==> src/rtl/uart_pkg.sv <==
// Shared UART transmit definitions: FSM state encoding and oversampling constants.
// Pure declarations; no timing or flow-control behaviour of its own.
package uart_pkg;

    typedef enum logic [2:0] {
        IDLE   = 3'd0,
        START  = 3'd1,
        DATA   = 3'd2,
        PARITY = 3'd3,
        STOP   = 3'd4
    } tx_state_t;

    localparam int         SAMPLES_PER_BIT = 16;
    localparam logic [3:0] SAMPLE_CNT_MAX  = 4'd15;

endpackage

==> src/rtl/uart_tx_frame_ctrl_if.sv <==
// Parallel-write / serial-line bundle between a UART host and the transmit frame controller.
// master drives write, enable and oversampling tick; slave drives TxD, busy and done.
interface uart_tx_frame_ctrl_if #(
    parameter int DATA_BITS = 8
);
    logic                 Tx_EN;
    logic                 Tx_WR;
    logic [DATA_BITS-1:0] Tx_DATA;
    logic                 Tx_sample_ENABLE;
    logic                 TxD;
    logic                 Tx_BUSY;
    logic                 Tx_DONE;

    modport master (
        output Tx_EN, Tx_WR, Tx_DATA, Tx_sample_ENABLE,
        input  TxD, Tx_BUSY, Tx_DONE
    );

    modport slave (
        input  Tx_EN, Tx_WR, Tx_DATA, Tx_sample_ENABLE,
        output TxD, Tx_BUSY, Tx_DONE
    );
endinterface

==> src/rtl/uart_tx_sample_counter.sv <==
// 4-bit oversampling tick counter; bit_done flags the 16th tick of a bit (same cycle as the tick).
// No backpressure: clear wins over counting, and the count holds while run or tick is low.
module uart_tx_sample_counter
    import uart_pkg::*;
(
    input  logic clk,
    input  logic reset,
    input  logic clear,
    input  logic run,
    input  logic tick,
    output logic bit_done
);

    logic [3:0] cnt_q;

    // Wraps 15->0 naturally on the completing tick.
    always_ff @(posedge clk or posedge reset) begin
        if (reset) begin
            cnt_q <= 4'd0;
        end else if (clear) begin
            cnt_q <= 4'd0;
        end else if (run && tick) begin
            cnt_q <= cnt_q + 4'd1;
        end
    end

    assign bit_done = run && tick && (cnt_q == SAMPLE_CNT_MAX);

endmodule

==> src/rtl/uart_tx_frame_ctrl.sv <==
// UART TX framer: start, LSB-first data, even parity if UART_PARITY_EN, stop; 16 ticks per bit.
// Outputs registered, TxD/Tx_BUSY valid one clk after accept; Tx_WR while busy or with Tx_EN low is dropped.
module uart_tx_frame_ctrl
    import uart_pkg::*;
#(
    parameter int DATA_BITS = 8
) (
    input  logic                 clk,
    input  logic                 reset,
    uart_tx_frame_ctrl_if.slave  tx
);

    localparam int                IDX_W    = (DATA_BITS > 1) ? $clog2(DATA_BITS) : 1;
    localparam logic [IDX_W-1:0]  LAST_IDX = IDX_W'(DATA_BITS - 1);

    tx_state_t            state_q, state_n;
    logic [DATA_BITS-1:0] shift_q, shift_n;
    logic [IDX_W-1:0]     idx_q, idx_n;
    logic                 txd_q, txd_n;
    logic                 busy_q, busy_n;
    logic                 done_q, done_n;
    logic                 accept;
    logic                 bit_done;
`ifdef UART_PARITY_EN
    logic                 par_q, par_n;
`endif

    uart_tx_sample_counter u_sample_counter (
        .clk      (clk),
        .reset    (reset),
        .clear    (accept),
        .run      (state_q != IDLE),
        .tick     (tx.Tx_sample_ENABLE),
        .bit_done (bit_done)
    );

    always_ff @(posedge clk or posedge reset) begin
        if (reset) begin
            state_q <= IDLE;
            shift_q <= '0;
            idx_q   <= '0;
            txd_q   <= 1'b1;
            busy_q  <= 1'b0;
            done_q  <= 1'b0;
`ifdef UART_PARITY_EN
            par_q   <= 1'b0;
`endif
        end else begin
            state_q <= state_n;
            shift_q <= shift_n;
            idx_q   <= idx_n;
            txd_q   <= txd_n;
            busy_q  <= busy_n;
            done_q  <= done_n;
`ifdef UART_PARITY_EN
            par_q   <= par_n;
`endif
        end
    end

    always_comb begin
        state_n = state_q;
        shift_n = shift_q;
        idx_n   = idx_q;
        done_n  = 1'b0;
        accept  = 1'b0;
`ifdef UART_PARITY_EN
        par_n   = par_q;
`endif

        case (state_q)
            IDLE: begin
                if (tx.Tx_WR && tx.Tx_EN) begin
                    accept  = 1'b1;
                    state_n = START;
                    shift_n = tx.Tx_DATA;
                    idx_n   = '0;
`ifdef UART_PARITY_EN
                    // Latched up front because the shift register is consumed during DATA.
                    par_n   = ^tx.Tx_DATA;
`endif
                end
            end
            START: begin
                if (bit_done) state_n = DATA;
            end
            DATA: begin
                if (bit_done) begin
                    shift_n = {1'b0, shift_q[DATA_BITS-1:1]};
                    if (idx_q == LAST_IDX) begin
`ifdef UART_PARITY_EN
                        state_n = PARITY;
`else
                        state_n = STOP;
`endif
                    end else begin
                        idx_n = idx_q + 1'b1;
                    end
                end
            end
`ifdef UART_PARITY_EN
            PARITY: begin
                if (bit_done) state_n = STOP;
            end
`endif
            STOP: begin
                if (bit_done) begin
                    state_n = IDLE;
                    done_n  = 1'b1;
                end
            end
            default: state_n = IDLE;
        endcase

        // Line level is decoded from the next state so TxD leaves a flop with no input path.
        case (state_n)
            START:   txd_n = 1'b0;
            DATA:    txd_n = shift_n[0];
`ifdef UART_PARITY_EN
            PARITY:  txd_n = par_n;
`endif
            default: txd_n = 1'b1;
        endcase

        busy_n = (state_n != IDLE);
    end

    assign tx.TxD     = txd_q;
    assign tx.Tx_BUSY = busy_q;
    assign tx.Tx_DONE = done_q;

endmodule

==> src/flat_wrapper.sv <==
// flat-port wrapper written by rule: the top's interface ports become plain ports
module uart_tx_frame_ctrl_flat import uart_pkg::*;
#(
    parameter int DATA_BITS = 8
)
  (clk, reset, tx_Tx_EN, tx_Tx_WR, tx_Tx_DATA, tx_Tx_sample_ENABLE, tx_TxD, tx_Tx_BUSY, tx_Tx_DONE);
  uart_tx_frame_ctrl_if #(.DATA_BITS(DATA_BITS)) tx_i ();
  input  logic clk;
  input  logic reset;
  input wire logic [$bits(tx_i.Tx_EN)-1:0] tx_Tx_EN;
  input wire logic [$bits(tx_i.Tx_WR)-1:0] tx_Tx_WR;
  input wire logic [$bits(tx_i.Tx_DATA)-1:0] tx_Tx_DATA;
  input wire logic [$bits(tx_i.Tx_sample_ENABLE)-1:0] tx_Tx_sample_ENABLE;
  output wire logic [$bits(tx_i.TxD)-1:0] tx_TxD;
  output wire logic [$bits(tx_i.Tx_BUSY)-1:0] tx_Tx_BUSY;
  output wire logic [$bits(tx_i.Tx_DONE)-1:0] tx_Tx_DONE;
  assign tx_i.Tx_EN = tx_Tx_EN;
  assign tx_i.Tx_WR = tx_Tx_WR;
  assign tx_i.Tx_DATA = tx_Tx_DATA;
  assign tx_i.Tx_sample_ENABLE = tx_Tx_sample_ENABLE;
  assign tx_TxD = tx_i.TxD;
  assign tx_Tx_BUSY = tx_i.Tx_BUSY;
  assign tx_Tx_DONE = tx_i.Tx_DONE;
  uart_tx_frame_ctrl #(.DATA_BITS(DATA_BITS)) u_core (.clk(clk), .reset(reset), .tx(tx_i));
endmodule
==> config.mk <==
export PLATFORM = sky130hd
export DESIGN_NAME = uart_tx_frame_ctrl_flat
export DESIGN_NICKNAME = d
export VERILOG_FILES = /design/src/rtl/uart_pkg.sv /design/src/rtl/uart_tx_frame_ctrl_if.sv /design/src/rtl/uart_tx_sample_counter.sv /design/src/rtl/uart_tx_frame_ctrl.sv /design/src/flat_wrapper.sv
export SDC_FILE = /design/constraint.sdc
export NUM_CORES = 1
export LEC_CHECK = 0
export ABC_AREA = 1
export BUFFER_PORTS_ARGS = -buffer_cell sky130_fd_sc_hd__buf_2
export CAP_MARGIN = 5
export CORE_MARGIN = 2
export CORE_UTILIZATION = 58
export CTS_BUF_LIST = sky130_fd_sc_hd__clkbuf_2
export DETAILED_ROUTE_END_ITERATION = 10
export PLACE_DENSITY = 0.91
export SETUP_SLACK_MARGIN = 0.5
export SLEW_MARGIN = 20
export SYNTH_ARGS = -nofsm -noshare
export SYNTH_HDL_FRONTEND = slang
export SYNTH_SLANG_ARGS = --single-unit
==> constraint.sdc <==
create_clock -name clk -period 2.1 [get_ports clk]
set_clock_uncertainty 0.15 [all_clocks]
set_input_delay 0.21 -clock clk [delete_from_list [all_inputs] [get_ports clk]]
set_output_delay 0.21 -clock clk [all_outputs]
set_load 0.02 [all_outputs]
== Word level (Yosys, flattened, before mapping) ==
Index checks and enable logic that the tools add are counted.
Cells by class
  muxes and demuxes: 20
  add/subtract/negate cells: 2
  equal/unequal tests: 10
  reductions and logical operators: 10
Operators by type and width (number)
  3-bit 2-to-1 mux: 8
  8-bit 2-to-1 mux: 2
  8-bit one-hot mux with 2 select lines: 1
  3-bit one-hot mux with 4 select lines: 1
  4-bit 2-to-1 mux: 2
  3-bit by 1-bit equality test with 1-bit output (second input constant): 2
  3-bit by 2-bit equality test with 1-bit output (second input constant): 2
  3-bit equality test (second input constant): 2
  3-bit one-hot mux with 2 select lines: 1
  3-bit nonzero test: 2
  4-bit by 1-bit adder with 4-bit output (second input constant): 1
  4-bit equality test (second input constant): 1
  1-bit 2-to-1 mux: 4
  2-bit by 1-bit inequality test with 1-bit output (second input constant): 2
  4-bit AND reduction: 1
  2-bit nonzero test: 2
  3-bit by 1-bit adder with 3-bit output (second input constant): 1
  1-bit logical AND: 3
  3-bit logical NOT: 1
  3-bit AND reduction: 1
  2-bit inequality test (second input constant): 1
  1-bit one-hot mux with 2 select lines: 1
Word-level totals
  flip-flop bits (word level): 21
  word-level logic and storage cells: 50
  output and inout bits: 3
  input bits: 13

== Longest topological paths before layout ==
Gate-level depths: netlist of run 1.
  word-level depth: 7
  gate-level depth with buffers: 10

== Hierarchy ==
Synthesis of run 1 repeated with hierarchy kept, for this count alone.
Second synthesis, totals
  cell total of the unflattened synthesis: 140
  area, all modules: 1139.8 µm²
By module, submodules not included
  uart_tx_frame_ctrl: cells each 109, times used 1, area each 910.9 µm², sequential area each 426.7 µm²
  uart_tx_sample_counter: cells each 31, times used 1, area each 229.0 µm², sequential area each 100.1 µm²

== Worst setup path before layout of run 1 ==
Ideal clock, no wire load.
  path kind: register -> register
  start point: register u_core.u_sample_counter.cnt_q[0]
  end point: register u_core.idx_q[0]
  stages on the path, launching flop included: 10
  buffers on the path: 1
  period minus slack after synthesis: 1.519 ns
  library setup time: 0.120 ns
  arrival time: 1.249 ns
  path slack: 0.581 ns
  cells stage by stage: dfrtp_1 ha_1 nand2_1 nor2_2 nand3_4 nand2_4 nand2_4 buf_6 o21ai_1 nand2_1
Between the ends
  cells in the longest elaborated chain, start to end: 4
RTL lines
  start, declared: line uart_tx_sample_counter.sv:14  | logic [3:0] cnt_q;
  start signal, assigned: line uart_tx_sample_counter.sv:23  | cnt_q <= cnt_q + 4'd1;
  4-bit equality test: line uart_tx_sample_counter.sv:27  | assign bit_done = run && tick && (cnt_q == SAMPLE_CNT_MAX);
  1-bit logical AND: line uart_tx_sample_counter.sv:27
  2-bit by 1-bit inequality test with 1-bit output (no line)
  4-bit AND reduction (no line)
  end signal, assigned: line uart_tx_frame_ctrl.sv:51  | idx_q <= idx_n;
  end, declared: line uart_tx_frame_ctrl.sv:18  | logic [IDX_W-1:0] idx_q, idx_n;
Every way passes these cells.
A chain may end at the register's enable or synchronous reset.

== Worst setup path in the final report of run 1 ==
  start point: register u_core.state_q[2]
  end point: register u_core.idx_q[1]
Between the ends
  cells in the longest elaborated chain, start to end: 5
RTL lines
  start, declared: line uart_tx_frame_ctrl.sv:16  | tx_state_t state_q, state_n;
  start signal, assigned: line uart_tx_frame_ctrl.sv:49  | state_q <= state_n;
  3-bit nonzero test: line uart_tx_frame_ctrl.sv:32  | .run (state_q != IDLE),
  1-bit logical AND (2 in a row): line uart_tx_sample_counter.sv:27
  2-bit by 1-bit inequality test with 1-bit output (no line)
  4-bit AND reduction (no line)
Several ways; a longest one is shown, not always the timed one.

==> results of run 1 <==
## worst min-delay path by stage
stage / startpoint / endpoint / slack [ns]
global placement: reset / u_core.u_sample_counter.cnt_q[1] / 0.23
floorplan: reset / u_core.idx_q[0] / 0.04
finish: tx_Tx_sample_ENABLE / u_core.u_sample_counter.cnt_q[1] / 0.02
CTS: tx_Tx_sample_ENABLE / u_core.u_sample_counter.cnt_q[1] / 0.02
global route: tx_Tx_sample_ENABLE / u_core.u_sample_counter.cnt_q[1] / 0.01
detailed placement: reset / u_core.u_sample_counter.cnt_q[1] / 0.24
## kinds of logic (layout without fill, tap and decap cells)
family	count (synthesis)	in the layout	synth area share [%]
and+or+nand+nor	76	77	34.9
DFF	21	21	49.4
buffers and inverters	15	42	6.21
AOI/OAI and AO/OA	8	8	4.34
adders and majority gates	3	3	3.52
xor gates and xnor gates	2	2	1.64
## timing repair
action	CTS	global route
hold endpoints to repair	27	0
hold buffers	8	0
setup buffers	0	1
endpoints found under the setup margin	0	15
resized for setup	0	16
## cell usage after synthesis (2+ instances only)
cell      n  area, um^2
dfrtp_1  20         500
ha_1      3        37.5
inv_1    12        45.0
nand2_1  36         135
nand2_2   2        12.5
nand2_4   2        22.5
nand3_1  20         100
nor2_1   10        37.5
o21ai_0   3        15.0
o21ai_1   2        10.0
## worst max-delay path, delay by kind of cell, from the launching register on
kind / cells / cell delay, ns
buffers and inverters: 2 / 0.27
DFF: 1 / 0.44
and+or+nand+nor: 5 / 0.73
## flip-flops by register name, summed over array words and instances, names as in the netlist
name / flops
u_core.shift_q: 8
u_core.u_sample_counter.cnt_q: 4
u_core.idx_q: 3
u_core.state_q: 3
u_core.tx.TxD: 1
u_core.tx.Tx_BUSY: 1
u_core.tx.Tx_DONE: 1
## placed cells by master (no fill, tap or decap)
cell | synthesis | layout
o21ai_0 | 3 | 3
nand4_2 | 1 | 1
nor2_4 | 1 | 4
nand2_8 | 0 | 2
clkinv_2 | 0 | 1
xnor2_1 | 1 | 1
o21ai_1 | 2 | 1
ha_2 | 0 | 1
nand2_2 | 2 | 6
o21ai_2 | 1 | 2
a21oi_1 | 1 | 1
clkbuf_2 | 0 | 3
dfrtp_1 | 20 | 20
dlygate4sd3_1 | 0 | 8
nand3_4 | 1 | 1
nor2_1 | 10 | 8
o211ai_1 | 1 | 1
buf_2 | 0 | 15
dfstp_2 | 1 | 1
nand2_1 | 36 | 31
inv_4 | 1 | 1
inv_2 | 1 | 2
nand2_4 | 2 | 2
nand3b_1 | 1 | 1
nand3_2 | 1 | 1
buf_4 | 0 | 1
xor2_1 | 1 | 1
nand3_1 | 20 | 20
ha_1 | 3 | 2
inv_1 | 12 | 11
## power breakdown
| part | total [W] | internal (W) | switching [W] |
|---|---|---|---|
| clock | 0.000160 | 0.0000432 | 0.000117 |
| combinational | 0.000160 | 0.0000758 | 0.0000840 |
| sequential | 0.000488 | 0.000444 | 0.0000437 |
## area by class of cell
cell class	instances	area [um^2]
clock buffer	3	15.0
clock inverter	1	5.00
fill	129	384
inverter	14	55.1
multi-input combinational	90	547
sequential	21	527
tap	25	31.3
timing repair buffer	24	163
## through the flow
| step | area, um^2 | cells | hold WS, ns | utilization, % | total power (W) |
|---|---|---|---|---|---|
| floorplan | 1070 | 125 | 0.0358 | - | 0.000576 |
| global placement | 1160 | 164 | 0.229 | 67.3 | 0.000600 |
| detailed placement | 1160 | 164 | 0.238 | 67.3 | 0.000615 |
| CTS | 1260 | 176 | 0.0184 | 73.1 | 0.000782 |
| global route | 1340 | 178 | 0.0124 | 77.8 | 0.000860 |
| finish | 1340 | 178 | 0.0164 | 77.8 | 0.000808 |
## layer usage
metal  wire length, um  part of all wire (%)
met1               938                    43
met2              1150                    53
met3                69                   3.2
met4                27                   1.2
met5                 0                     0
==> results.cfg, run 1 <==
[hold_path]
hold_path.class = input pin to flip-flop
min_path_cells = 3

[worst_setup_path]
worstSetupEndpoint = u_core.idx_q[1]
critPathMaxStageDelay_ns = 0.44
r2r_setup_slack_ns = 0.45
r2r-start = u_core.state_q[2]
cp_slowest_cell = dfrtp_1
cpMostUsedCell = nand2_1
crit_chain = inv_2 -> nand3_2 -> inv_4 -> nand2_1 -> nor2_1 -> nand2_1 -> nand2_1
cp_data_required_time_ns = 2.21
cp_max_fo = 9
cp-end-kind = flip-flop
crit_start = u_core.state_q[2]
reg2reg_to = u_core.idx_q[1]
worstRegToRegCells = 7
arrival_ns = 1.77
start_kind = flip-flop
crit_type = flip-flop to flip-flop

[sta]
slew_viol_final = 0
worst_slack_ns = 0.448
tightest_slew_ns = 0.750
fin_setup_tns_ns = 0
rsz0062_at_grt = yes
finalSetupViolCount = 0
fmax_ghz = 0.605
fin_crit_sh_pct = 78.7
period_needed_ns = 1.65
hold_viol_final = 0
slew_headroom_pct = 49.9

[synthesis]
synth.yosys.seq_area_share_pct = 49.4
postSynthAreaPerCell_um2 = 8.54
netlist_instances = 125
synth_nets = 141
synth_area_um2 = 1070
yosysUniqueCellTypes = 25
ys_seq_elements = 21
ys_warn_count = 0
synth_flop_cell = dfrtp_1
synth_edf_count = 0
ys_async_sr_fraction_pct = 100

[global_route]
grt_pass1_wl_um = 3390
met3_usage_pct = 3.46
grt_max_degree = 22
grt_pass1_vias = 887
grt_usage_pct = 21.8
use_met1_pct = 25.2
grt_busiest_layer = met2
grt_remaining_overflow = 0
antenna_found_initial = 0
grtUsageMet2_pct = 40.3

[floorplanning]
die_h_um = 46.9
core_um2 = 1730
initial_core_util_pct = 61.8
design.die.area_um2 = 2200
die_w_um = 46.9
pin_count = 16
rows = 15

[cells_and_area]
syn_to_final_growth_pct = 25.8
drive_gt1_share_pct = 28.8
final_nets = 170
n_antenna_cell = 0

[clocking]
cts_made_buffers = 3
clock_latency_ns = 0.31
cts-root-buf = clkbuf_2
clock_sinks = 21
clk_path_buf_depth = 2
htree_levels = 1
path_clk_slew_ns = 0.19
tritoncts = built

[route]
postRouteAntennaNets = 0
wl_per_cell_um = 12.3
wirelength_um = 2180
drtIter0Drc = 17
vias = 938
drtPass1Iterations = 4
drc = 0
viasPerCell = 5.27

[placement]
post-place-ws_ns = 0.532
gp_congestion = 0.816
dp_hpwl_um = 1460
portBuffers = 15

[power]
p_per_area_nw_per_um2 = 602
p_leak_nw = 0.703
peakVddDrop_mv = 0.435

[flow_run]
cap_viol_max_count = 0

[run_status]
status = complete, no violations
Note: power is estimated with default switching activity, not from simulation.
==> run 2, diff against run 1 <==
--- a/config.mk
+++ b/config.mk
@@ -5,14 +5,14 @@
 export SDC_FILE = /design/constraint.sdc
 export NUM_CORES = 1
 export LEC_CHECK = 0
-export ABC_AREA = 1
+export ABC_AREA = 0
 export BUFFER_PORTS_ARGS = -buffer_cell sky130_fd_sc_hd__buf_2
 export CAP_MARGIN = 5
 export CORE_MARGIN = 2
-export CORE_UTILIZATION = 58
+export CORE_UTILIZATION = 57
 export CTS_BUF_LIST = sky130_fd_sc_hd__clkbuf_2
 export DETAILED_ROUTE_END_ITERATION = 10
-export PLACE_DENSITY = 0.91
+export PLACE_DENSITY = 0.9
 export SETUP_SLACK_MARGIN = 0.5
 export SLEW_MARGIN = 20
 export SYNTH_ARGS = -nofsm -noshare
==> constraint.sdc (replaced) <==
create_clock -name clk -period 1.57 [get_ports clk]
set_clock_uncertainty 0.15 [all_clocks]
set_input_delay 0.157 -clock clk [delete_from_list [all_inputs] [get_ports clk]]
set_output_delay 0.157 -clock clk [all_outputs]
set_load 0.02 [all_outputs]
==> run 2 against run 1 <==
  * The run now ends with negative setup slack left
  * Register-to-register slack lost 0.53 ns
  * Maximum frequency decreased by 0.25%
  * Synthesized area fell by 6.0%
  * Sequential share of layout area is 4.8 points lower
  * First-iteration DRC count increased by 76%
  * Global-route usage increased by 12 points
  * Utilization increased by 14 points
==> results.cfg, run 2 <==
[worst_setup_path]
cp_max_fo = 4
reg2reg_to = u_core.state_q[1]
crit_type = flip-flop to flip-flop
r2r-start = u_core.u_sample_counter.cnt_q[1]
cp-end-kind = flip-flop
critPathMaxStageDelay_ns = 0.42
start_kind = flip-flop
worstRegToRegCells = 6
r2r_setup_slack_ns = -0.09
cp_data_required_time_ns = 1.69
arrival_ns = 1.78
crit_chain = ha_2 -> and4_4 -> buf_6 -> nand2_4 -> a22o_1 -> buf_4
cp_slowest_cell = dfrtp_1

[cells_and_area]
top_register = u_core.shift_q
n_fill_cell = 60
regArea_um2 = 531
syn_to_final_growth_pct = 53.6
largestRegisters = u_core.shift_q: 8 flops, u_core.u_sample_counter.cnt_q: 4 flops
final_nets = 158
fin_area_um2 = 1540
instances_no_fill = 158
n_antenna_cell = 0
drive_gt1_share_pct = 53.2
multi_input_area_um2 = 586
layout_common_cells = 17 x nand2_1, 17 x dfrtp_1, 12 x buf_2
largest_reg_flops = 8

[sta]
fmax_ghz = 0.604
fin_crit_sh_pct = 105
rsz0062_at_grt = yes
tightest_slew_ns = 0.258
hold_viol_final = 0
finalSetupViolCount = 13
slew_headroom_pct = 82.8
slew_viol_final = 0
worst_slack_ns = -0.0860
period_needed_ns = 1.66

[floorplanning]
design.die.area_um2 = 2110
pin_count = 16
core_um2 = 1690
die_h_um = 46.0
die_w_um = 46.0
rows = 15
initial_core_util_pct = 59.4

[placement]
portBuffers = 15
placed_cells = 136
gp_congestion = 0.790
dp_hpwl_um = 1560
post_dp_cell_area_um2 = 1200

[route]
vias = 958
wirelength_um = 3000
viasPerCell = 6.06
postRouteAntennaNets = 0
drtIter0Drc = 30
drtPass1Iterations = 4
drc = 0
wl_per_cell_um = 19.0

[synthesis]
ys_top_cells_by_area = dfrtp_1 50%, nand2_1 9.0%, a22oi_1 5.2%
synth.largest_area_cell = dfrtp_1
ys_async_sr_fraction_pct = 100
postSynthAreaPerCell_um2 = 10.5
netlist_instances = 96
synth.top_cell.area_share_pct = 49.9
synth_most_common_cell = nand2_1
synth_flop_cell = dfrtp_1
synth_edf_count = 0
synth_common_cells = 24 x nand2_1, 20 x dfrtp_1, 7 x a22oi_1, 4 x a21oi_1, 4 x a22o_1
ys_seq_elements = 21
yosysUniqueCellTypes = 31
synth_nets = 112
ys_warn_count = 0
synth_area_um2 = 1000
synth.yosys.seq_area_share_pct = 52.5

[hold_path]
hold_path.class = input pin to flip-flop
min_to = u_core.u_sample_counter.cnt_q[0]
hold_path_startpoint = tx_Tx_sample_ENABLE
min_path_cells = 4

[clocking]
tritoncts = built
htree_levels = 1
clk_path_buf_depth = 2
cts_made_buffers = 3
path_clk_slew_ns = 0.21
cts-root-buf = clkbuf_2
clock_latency_ns = 0.34
clock_sinks = 21

[run_status]
violations = negative setup slack
status = finished with violations

[power]
peakVddDrop_mv = 0.831
p_leak_nw = 0.753
p_per_area_nw_per_um2 = 1300

[global_route]
grt_remaining_overflow = 0
grt_pass1_vias = 969
grt_pass1_wl_um = 4840
grt_usage_pct = 34.1
antenna_found_initial = 0
grt_max_degree = 12

[flow_run]
cap_viol_max_count = 0
## run 2: changes by cell type in the layout (fill, tap and decap cells not counted), sizes merged, moves of 4 or more
cell and change:
nor2 -9, a22oi +7, nand3 -20, a22o +4, nand2 -17, o21ai -4, inv -13, buf +18
## run 2: kinds of logic after synthesis
group           after synthesis  share of synthesized area [%]
fa+ha+maj                     3                           3.74
buf+inv                       4                           2.62
simple gates                 43                           21.7
mux                           3                           3.49
compound gates               22                           16.0
flops                        21                           52.5
## run 2: how the worst max path moves through the flow
stage               cells past startpoint                        startpoint                 to  slack, ns
floorplan                               6  u_core.u_sample_counter.cnt_q[0]    u_core.idx_q[0]      -0.07
global placement                        5  u_core.u_sample_counter.cnt_q[1]  u_core.shift_q[2]      -0.07
detailed placement                      5  u_core.u_sample_counter.cnt_q[1]  u_core.shift_q[4]      -0.19
CTS                                     6  u_core.u_sample_counter.cnt_q[0]  u_core.shift_q[4]      -0.02
global route                            6  u_core.u_sample_counter.cnt_q[1]  u_core.state_q[1]      -0.11
finish                                  6  u_core.u_sample_counter.cnt_q[1]  u_core.state_q[1]      -0.09
## run 2: what timing repair did
| action | CTS | global route |
|---|---|---|
| setup buffers | 7 | 2 |
| endpoints found under the setup margin | 24 | 35 |
| pin swaps | 18 | 10 |
| hold endpoints to repair | 18 | 0 |
| hold buffers | 9 | 0 |
| gates resized for setup | 37 | 8 |
## run 2: cell type report
cell class              instances  area share [%]
flip-flops and latches         21            34.4
clock buffers                   4            1.30
well taps                      17            1.38
inverters                       2           0.731
repair buffers                 43            24.2
multi-input cells              71            38.0
## run 2: worst max-delay path, delay by kind of cell, from the launching register on
family	cells	cell delay [ns]
simple gates	2	0.31
compound gates	1	0.24
fa+ha+maj	1	0.21
flops	1	0.42
buf+inv	2	0.27
## run 2: power by group
part | internal, W | total (W) | switching, W
clock network | 0.0000674 | 0.000246 | 0.000179
registers | 0.000735 | 0.000928 | 0.000193
logic | 0.000432 | 0.000833 | 0.000401
## run 2: stage by stage
step | power, W | utilization, % | worst slack (ns) | hold slack [ns] | TNS (ns)
4_1_cts | 0.00189 | 88.7 | -0.0236 | 0.0855 | -0.0886
5_1_grt | 0.00210 | 91.3 | -0.106 | 0.0712 | -0.938
6_report | 0.00201 | 91.3 | -0.0860 | 0.0668 | -0.515
3_3_place_gp | 0.00140 | 71.0 | -0.0722 | 0.0155 | -0.511
2_1_floorplan | 0.00124 | - | -0.0681 | -0.0174 | -0.138
3_5_place_dp | 0.00145 | 71.0 | -0.190 | 0.0343 | -1.22
## run 2: routing by layer
layer / GRT usage, % / routed length [um] / vias up
li1: - / - / 431
met1: 41.5 / 1210 / 483
met2: 62.2 / 1610 / 38
met3: 4.76 / 136 / 6
met4: 8.57 / 41 / 0
met5: 0 / 0 / -
